## src/rtl/div_writeback_seq.sv

```systemverilog
// rtl/div_writeback_seq.sv - divide result writeback: quotient/remainder beats plus flag update
module div_writeback_seq #(
    parameter int WIDTH = 4,
    parameter int ADDR  = 4
) (
    input  logic             clk,
    input  logic             rst,
    input  logic             in_valid,
    output logic             in_ready,
    input  logic [WIDTH-1:0] in_quot,
    input  logic [WIDTH-1:0] in_mod,
    input  logic [WIDTH-1:0] in_dividend,
    input  logic [WIDTH-1:0] in_divisor,
    input  logic [ADDR-1:0]  in_rd,
    input  logic             in_want_mod,
    output logic             wb_valid,
    input  logic             wb_ready,
    output logic [ADDR-1:0]  wb_addr,
    output logic [WIDTH-1:0] wb_data,
    output logic             flags_we,
    output logic [3:0]       flags
);

    typedef enum logic [1:0] {IDLE, WB_QUOT, WB_MOD} state_t;

    state_t           state_q, state_d;
    logic [WIDTH-1:0] quot_q, quot_d;
    logic [WIDTH-1:0] mod_q, mod_d;
    logic [WIDTH-1:0] dividend_q, dividend_d;
    logic [ADDR-1:0]  rd_q, rd_d;
    logic             want_mod_q, want_mod_d;
    logic             dz_q, dz_d;
    logic             flags_we_q, flags_we_d;
    logic [3:0]       flags_q, flags_d;
    logic [WIDTH-1:0] eff_quot, eff_mod;

    always_ff @(posedge clk) begin
        if (rst) begin
            state_q    <= IDLE;
            quot_q     <= '0;
            mod_q      <= '0;
            dividend_q <= '0;
            rd_q       <= '0;
            want_mod_q <= 1'b0;
            dz_q       <= 1'b0;
            flags_we_q <= 1'b0;
            flags_q    <= 4'b0000;
        end else begin
            state_q    <= state_d;
            quot_q     <= quot_d;
            mod_q      <= mod_d;
            dividend_q <= dividend_d;
            rd_q       <= rd_d;
            want_mod_q <= want_mod_d;
            dz_q       <= dz_d;
            flags_we_q <= flags_we_d;
            flags_q    <= flags_d;
        end
    end

    // Divide-by-zero convention: all-ones quotient, dividend as remainder.
    always_comb begin
        eff_quot = dz_q ? '1 : quot_q;
        eff_mod  = dz_q ? dividend_q : mod_q;
    end

    always_comb begin
        state_d    = state_q;
        quot_d     = quot_q;
        mod_d      = mod_q;
        dividend_d = dividend_q;
        rd_d       = rd_q;
        want_mod_d = want_mod_q;
        dz_d       = dz_q;
        flags_we_d = 1'b0;
        flags_d    = flags_q;
        in_ready   = 1'b0;
        wb_valid   = 1'b0;
        wb_addr    = '0;
        wb_data    = '0;

        case (state_q)
            IDLE: begin
                in_ready = !rst;
                if (in_valid && !rst) begin
                    quot_d     = in_quot;
                    mod_d      = in_mod;
                    dividend_d = in_dividend;
                    rd_d       = in_rd;
                    want_mod_d = in_want_mod;
                    dz_d       = (in_divisor == '0);
                    state_d    = WB_QUOT;
                end
            end
            WB_QUOT: begin
                wb_valid = 1'b1;
                wb_addr  = rd_q;
                wb_data  = eff_quot;
                if (wb_ready) begin
                    flags_we_d = 1'b1;
                    flags_d    = {eff_quot[WIDTH-1], (eff_quot == '0), 1'b0, dz_q};
                    state_d    = want_mod_q ? WB_MOD : IDLE;
                end
            end
            WB_MOD: begin
                wb_valid = 1'b1;
                wb_addr  = rd_q + {{(ADDR-1){1'b0}}, 1'b1};
                wb_data  = eff_mod;
                if (wb_ready) begin
                    state_d = IDLE;
                end
            end
            default: begin
                state_d = IDLE;
            end
        endcase

        flags_we = flags_we_q;
        flags    = flags_q;
    end

endmodule

```

## config.mk

```make
export PLATFORM = sky130hd
export DESIGN_NAME = div_writeback_seq
export DESIGN_NICKNAME = d
export VERILOG_FILES = /design/src/rtl/div_writeback_seq.sv
export SDC_FILE = /design/constraint.sdc
export NUM_CORES = 1
export LEC_CHECK = 0
export ABC_CLOCK_PERIOD_IN_PS = 1600
export CELL_PAD_IN_SITES_DETAIL_PLACEMENT = 0
export CELL_PAD_IN_SITES_GLOBAL_PLACEMENT = 1
export CORE_MARGIN = 2
export CORE_UTILIZATION = 30
export DETAILED_ROUTE_END_ITERATION = 8
export HOLD_SLACK_MARGIN = 0.12
export PLACE_DENSITY = 0.8
export SLEW_MARGIN = 5
export SYNTH_ARGS = -nofsm -noshare
export SYNTH_HDL_FRONTEND = slang
export SYNTH_SLANG_ARGS = --single-unit
```

## constraint.sdc

```tcl
create_clock -name clk -period 1.6 [get_ports clk]
set_input_delay 0.32 -clock clk [delete_from_list [all_inputs] [get_ports clk]]
set_output_delay 0.32 -clock clk [all_outputs]
set_load 0.005 [all_outputs]
```

# Yosys cells after proc, flatten, opt, wreduce, memory -nomap -nowiden

Index checks and enable logic that the tools add are counted.

Flip-flop bits (word level): 24
Output and inout bits: 15
Word-level logic and storage cells: 38

Muxes and demuxes: 12
Reductions and logical operators: 10
Add/subtract/negate cells: 1
Equal/unequal tests: 5
Bitwise gates (word level): 1

Operators by type and width:

| kind                | count |
|---|---|
| $pmux 4 s2          | 2 |
| $logic_not 4->1     | 2 |
| $mux 2              | 4 |
| $mux 4              | 2 |
| $ne 2x2->1 const B  | 3 |
| $pmux 2 s3          | 1 |
| $add 4x1->4 const B | 1 |
| $reduce_and 2->1    | 2 |
| $reduce_or 2->1     | 2 |
| $mux 1              | 3 |
| $reduce_and 3->1    | 1 |
| $eq 2x1->1 const B  | 1 |
| $eq 2x2->1 const B  | 1 |
| $logic_not 2->1     | 1 |
| $logic_and 1x1->1   | 1 |
| $logic_not 1->1     | 1 |
| $not 1->1           | 1 |

# Longest topological paths before layout

Depth in word-level cells: 4
Depth in mapped cells: 7
Mapped depth without buffers: 5

# Worst setup path after synthesis

OpenSTA, ideal clock, no wires.

Path type: register -> output
From: register state_q[0]
To: output wb_data[2]
Setup slack: 0.014 ns
Arrival: 1.266 ns
Buffers on the path: 1
Cell stages (with the launch flop): 7
Required time: 1.280 ns
Cells stage by stage: dfxtp_1 inv_1 ha_1 buf_2 a21o_1 a222oi_1 nor2b_1

Cells in the longest elaborated chain, start to end: 2
Elaborated cells on any way between the ends: 3
Classes of those cells: eq/ne (2); mux (1)

Ends and longest elaborated chain:

| element                                  | RTL line | source |
|---|---|---|
| from (decl)                              | 26       | `state_t state_q, state_d;` |
| from (signal assigned)                   | 49       | `state_q <= state_d;` |
| $eq 2x2->1 or $eq 2x1->1 (tied branches) | 82       | `case (state_q)` |
| $pmux 4 s2 (*)                           | 82       |  |
| to (decl)                                | 19       | `output logic [WIDTH-1:0] wb_data,` |

Every way passes the cells marked *; elsewhere a longest branch is shown, timed or not.

# Worst setup path after layout

From: register state_q[0]
To: output wb_data[0]

The elaborated chain is that of the path after synthesis.

==> results.md <==
- Status: finished, violations left
- Failing checks: setup timing
- Simple-gate share of the synthesized area: 25.70%
- Worst-path clk slew: 90 ps
- DR DRC count: 0
- First-pass iteration count of the detailed router: 4
- Share of cells above drive strength 1: 32.32%
- Sequential fraction of the synthesis area: 38.55%
- Reg2Reg Depth: 7
- Syn_area_per_cell: 8.654 sq um
- RSZ-0062 raised after global routing: yes
- Num ports: 40
- Fmax: 521.3 MHz
- Initial detailed-routing violation count: 55
- Yosys warning count: 0
- CTS Buf Count: 3
- TritonCTS clock tree: built
- GRT overflow: 0
- Reg2reg end: state_q[0]
- WP depth: 6
- Clk Latency, worst-skew pair: 280 ps
- Synth Area in Compound Gates: 23.49%
- Final setup vio count: 9
- Final worst slack: -318.5 ps
- Ant diodes: 0
- Die height: 68.45 microns
- Post-Syn Instances: 144
- Flop-to-flop setup slack: 90 ps
- Starting Density: 31.15%
- Endpoints failing hold: 0
- Crit path launch type: flop
- Reg area: 483.0 sq um
- #FFs+latches synth: 24
- CTS Buffer Depth: 2
- DP Wirelength: 2090 microns
- First-pass GRT wire length: 5099 microns
- Post-layout minimum cycle time: 1918 ps
- Post-place setup slack: -455.8 ps
- Sink Count: 24
- Total wire length: 3328 microns
- Synth cell types: 33
- Adder-cell share of the synthesized area: 4.016%
- Max-cap violations: 0
- Net Count, Synth: 173
- Via density: 4.641
- Crit Path Class: reg2out
- Overall Global Routing Usage: 15.13%
- Final Power: 0.001593 W
- Critical path required time: 1280 ps
- WP buf/inv: 3
- Buffers on Ports: 38
- Site Rows: 23
- Asr flop ratio synth: 0%
- Maximum vdd drop: 0.0003085 V
- Worst Setup EP: wb_data[0]
- Multi-input gate area: 774.5 sq um
- CP delay by family, top: buffers and inverters
- Reg-to-reg startpoint: state_q[0]
- Share of synthesized area spent on multiplexers: 0.9036%
- Final ANT Viol Nets: 0
- Routability cong.: 0.8568
- Util after Layout: 48.83%
- Crit share post-route: 119.9%
- Die width: 68.45 microns
- Vias: 1,151
- Power per cell area: 815.5 mW/mm^2
- Die area: 0.004685 sq mm
- # fillers: 394
- Clk_skew: 7.158 ps
- Most used cell along the critical path: buf_6
- Antenna violations before repair: 0
- Slew Viols, Final: 0
- Largest net degree at the start of global routing: 37
- XOR/XNOR Fraction of Synth Area: 0%
- Post-Syn Area: 0.001246 sq mm
- Dominant synthesized flop cell: dfxtp_1
- Number of synthesized flops with an enable pin: 0
- Largest family of logic cells by synthesized area: simple AND/OR/NAND/NOR gates
- Critical path's largest stage delay: 340 ps
- Lkg Pwr: 0.7895 nW
- Avg WL per Cell: 13.42 microns
- Critical Path Fanout Max: 7
- Syn-to-layout area delta: 56.73%
- Final #Nets: 228
- Vias in the first global route: 1,118
- Crit path DAT: 1600 ps
- Endpoint type of the worst setup path: output port
- Slowest CP cell: dfxtp_2
- Critical Path Source: state_q[0]
- Crit-path cells: buf_6 > ha_4 > buf_6 > a222oi_1 > nor2b_1 > buf_2
- CORE AREA: 0.004000 sq mm
- Root Buffer: clkbuf_8
- Htree depth: 1
- Hold Crit Class: reg2reg
[worst min path at each step]
| stage | depth (start not counted) | startpoint | slack [ps] | to |
|---|---|---|---|---|
| floorplan | 2 | in_dividend[0] | 430 | dividend_q[0] |
| global placement | 2 | flags[2] | 450 | flags[2] |
| detailed placement | 2 | flags[2] | 450 | flags[2] |
| CTS | 2 | flags[2] | 460 | flags[2] |
| global route | 2 | flags[2] | 500 | flags[2] |
| finish | 2 | flags[2] | 460 | flags[2] |
[placed cells by master (no fill, tap or decap), types with 4 or more instances in the layout]
cell,Yosys,routed
o21ai_2,10,10
o21ai_1,8,8
nand2b_1,19,19
nor2b_1,6,5
a21o_1,5,5
a222oi_1,4,4
buf_2,1,7
nor2_1,4,4
nand2_1,24,23
buf_6,4,11
a21oi_1,4,4
dfxtp_1,24,22
clkdlybuf4s50_1,0,28
buf_4,2,11
[repair_timing]
action | in CTS | in global routing
hold buffers | 0 | 0
gates cloned | 0 | 0
resized for setup | 63 | 12
setup endpoints to repair | 10 | 10
pin swaps | 7 | 4
buffers inserted | 6 | 2
[where the power goes]
| part | switching [W] | total, W | internal, W |
|---|---|---|---|
| combinational | 0.000149 | 0.000365 | 0.000216 |
| sequential | 0.0000343 | 0.000675 | 0.000640 |
| clock | 0.000218 | 0.000553 | 0.000336 |
| total | 0.000401 | 0.00159 | 0.00119 |
[kinds of logic (layout without fill, tap and decap cells)]
logic type,after synthesis,in the layout
multiplexers,1,1
other,1,1
buffers and inverters,13,67
AO/OA/AOI/OAI,39,39
adder cells (fa/ha/maj),4,4
AND/OR/NAND/NOR,62,62
flip-flops,24,24
[tightest hold or removal path: cells and delay by family, from the launching register on]
kind             cells  cell delay, ps
AO/OA/AOI/OAI        1              50
flip-flops           1             320
AND/OR/NAND/NOR      1              50
[Yosys cell counts (2+ instances only)]
| library cell | count | area [sq um] |
|---|---|---|
| nor2_1 | 4 | 15.01 |
| o21ai_1 | 8 | 40.04 |
| nand2b_1 | 19 | 118.9 |
| inv_1 | 4 | 15.01 |
| a21oi_1 | 4 | 20.02 |
| clkbuf_1 | 2 | 7.510 |
| nand2_1 | 24 | 90.09 |
| buf_4 | 2 | 15.01 |
| buf_6 | 4 | 45.04 |
| a222oi_1 | 4 | 40.04 |
| nand3_1 | 3 | 15.01 |
| a21o_1 | 5 | 37.54 |
| dfxtp_1 | 24 | 480.5 |
| o21ai_2 | 10 | 87.58 |
| ha_1 | 4 | 50.05 |
| nor2b_1 | 6 | 37.54 |
[stage by stage]
stage / std cells / setup TNS, ps / hold WS, ps / instance area (sq um)
floorplan: 144 / 0 / 432.6 / 1246
global placement: 236 / -3408 / 447.6 / 1727
detailed placement: 236 / -3640 / 450.9 / 1727
CTS: 246 / -2131 / 461.5 / 1886
global route: 248 / -2854 / 499.9 / 1953
finish: 248 / -2257 / 461.0 / 1953
[registers in the layout, summed over array words and instances (netlist names)]
| name | count |
|---|---|
| dividend_q | 4 |
| mod_q | 4 |
| quot_q | 4 |
| rd_q | 4 |
| flags | 3 |
| state_q | 2 |
| dz_q | 1 |
| flags_we | 1 |
| want_mod_q | 1 |
[per-layer routing]
metal / track usage, % / wire [microns] / share of wire [%] / vias to the layer above
met5: 0 / 0 / 0 / -
met2: 24.28 / 1617 / 49 / 37
met1: 18.78 / 1490 / 45 / 509
met4: 8.750 / 43 / 1.3 / 0
met3: 2.796 / 176 / 5.3 / 4
li1: - / - / - / 601
[final cells by class]
cell class	instances	area share, %
inverter	4	0.7687
clock inverter	1	1.537
sequential	24	24.73
timing repair buffer	59	27.99
clock buffer	3	2.114
tap	50	3.203
multi-input combinational	107	39.65
(Power assumes the default switching activity.)
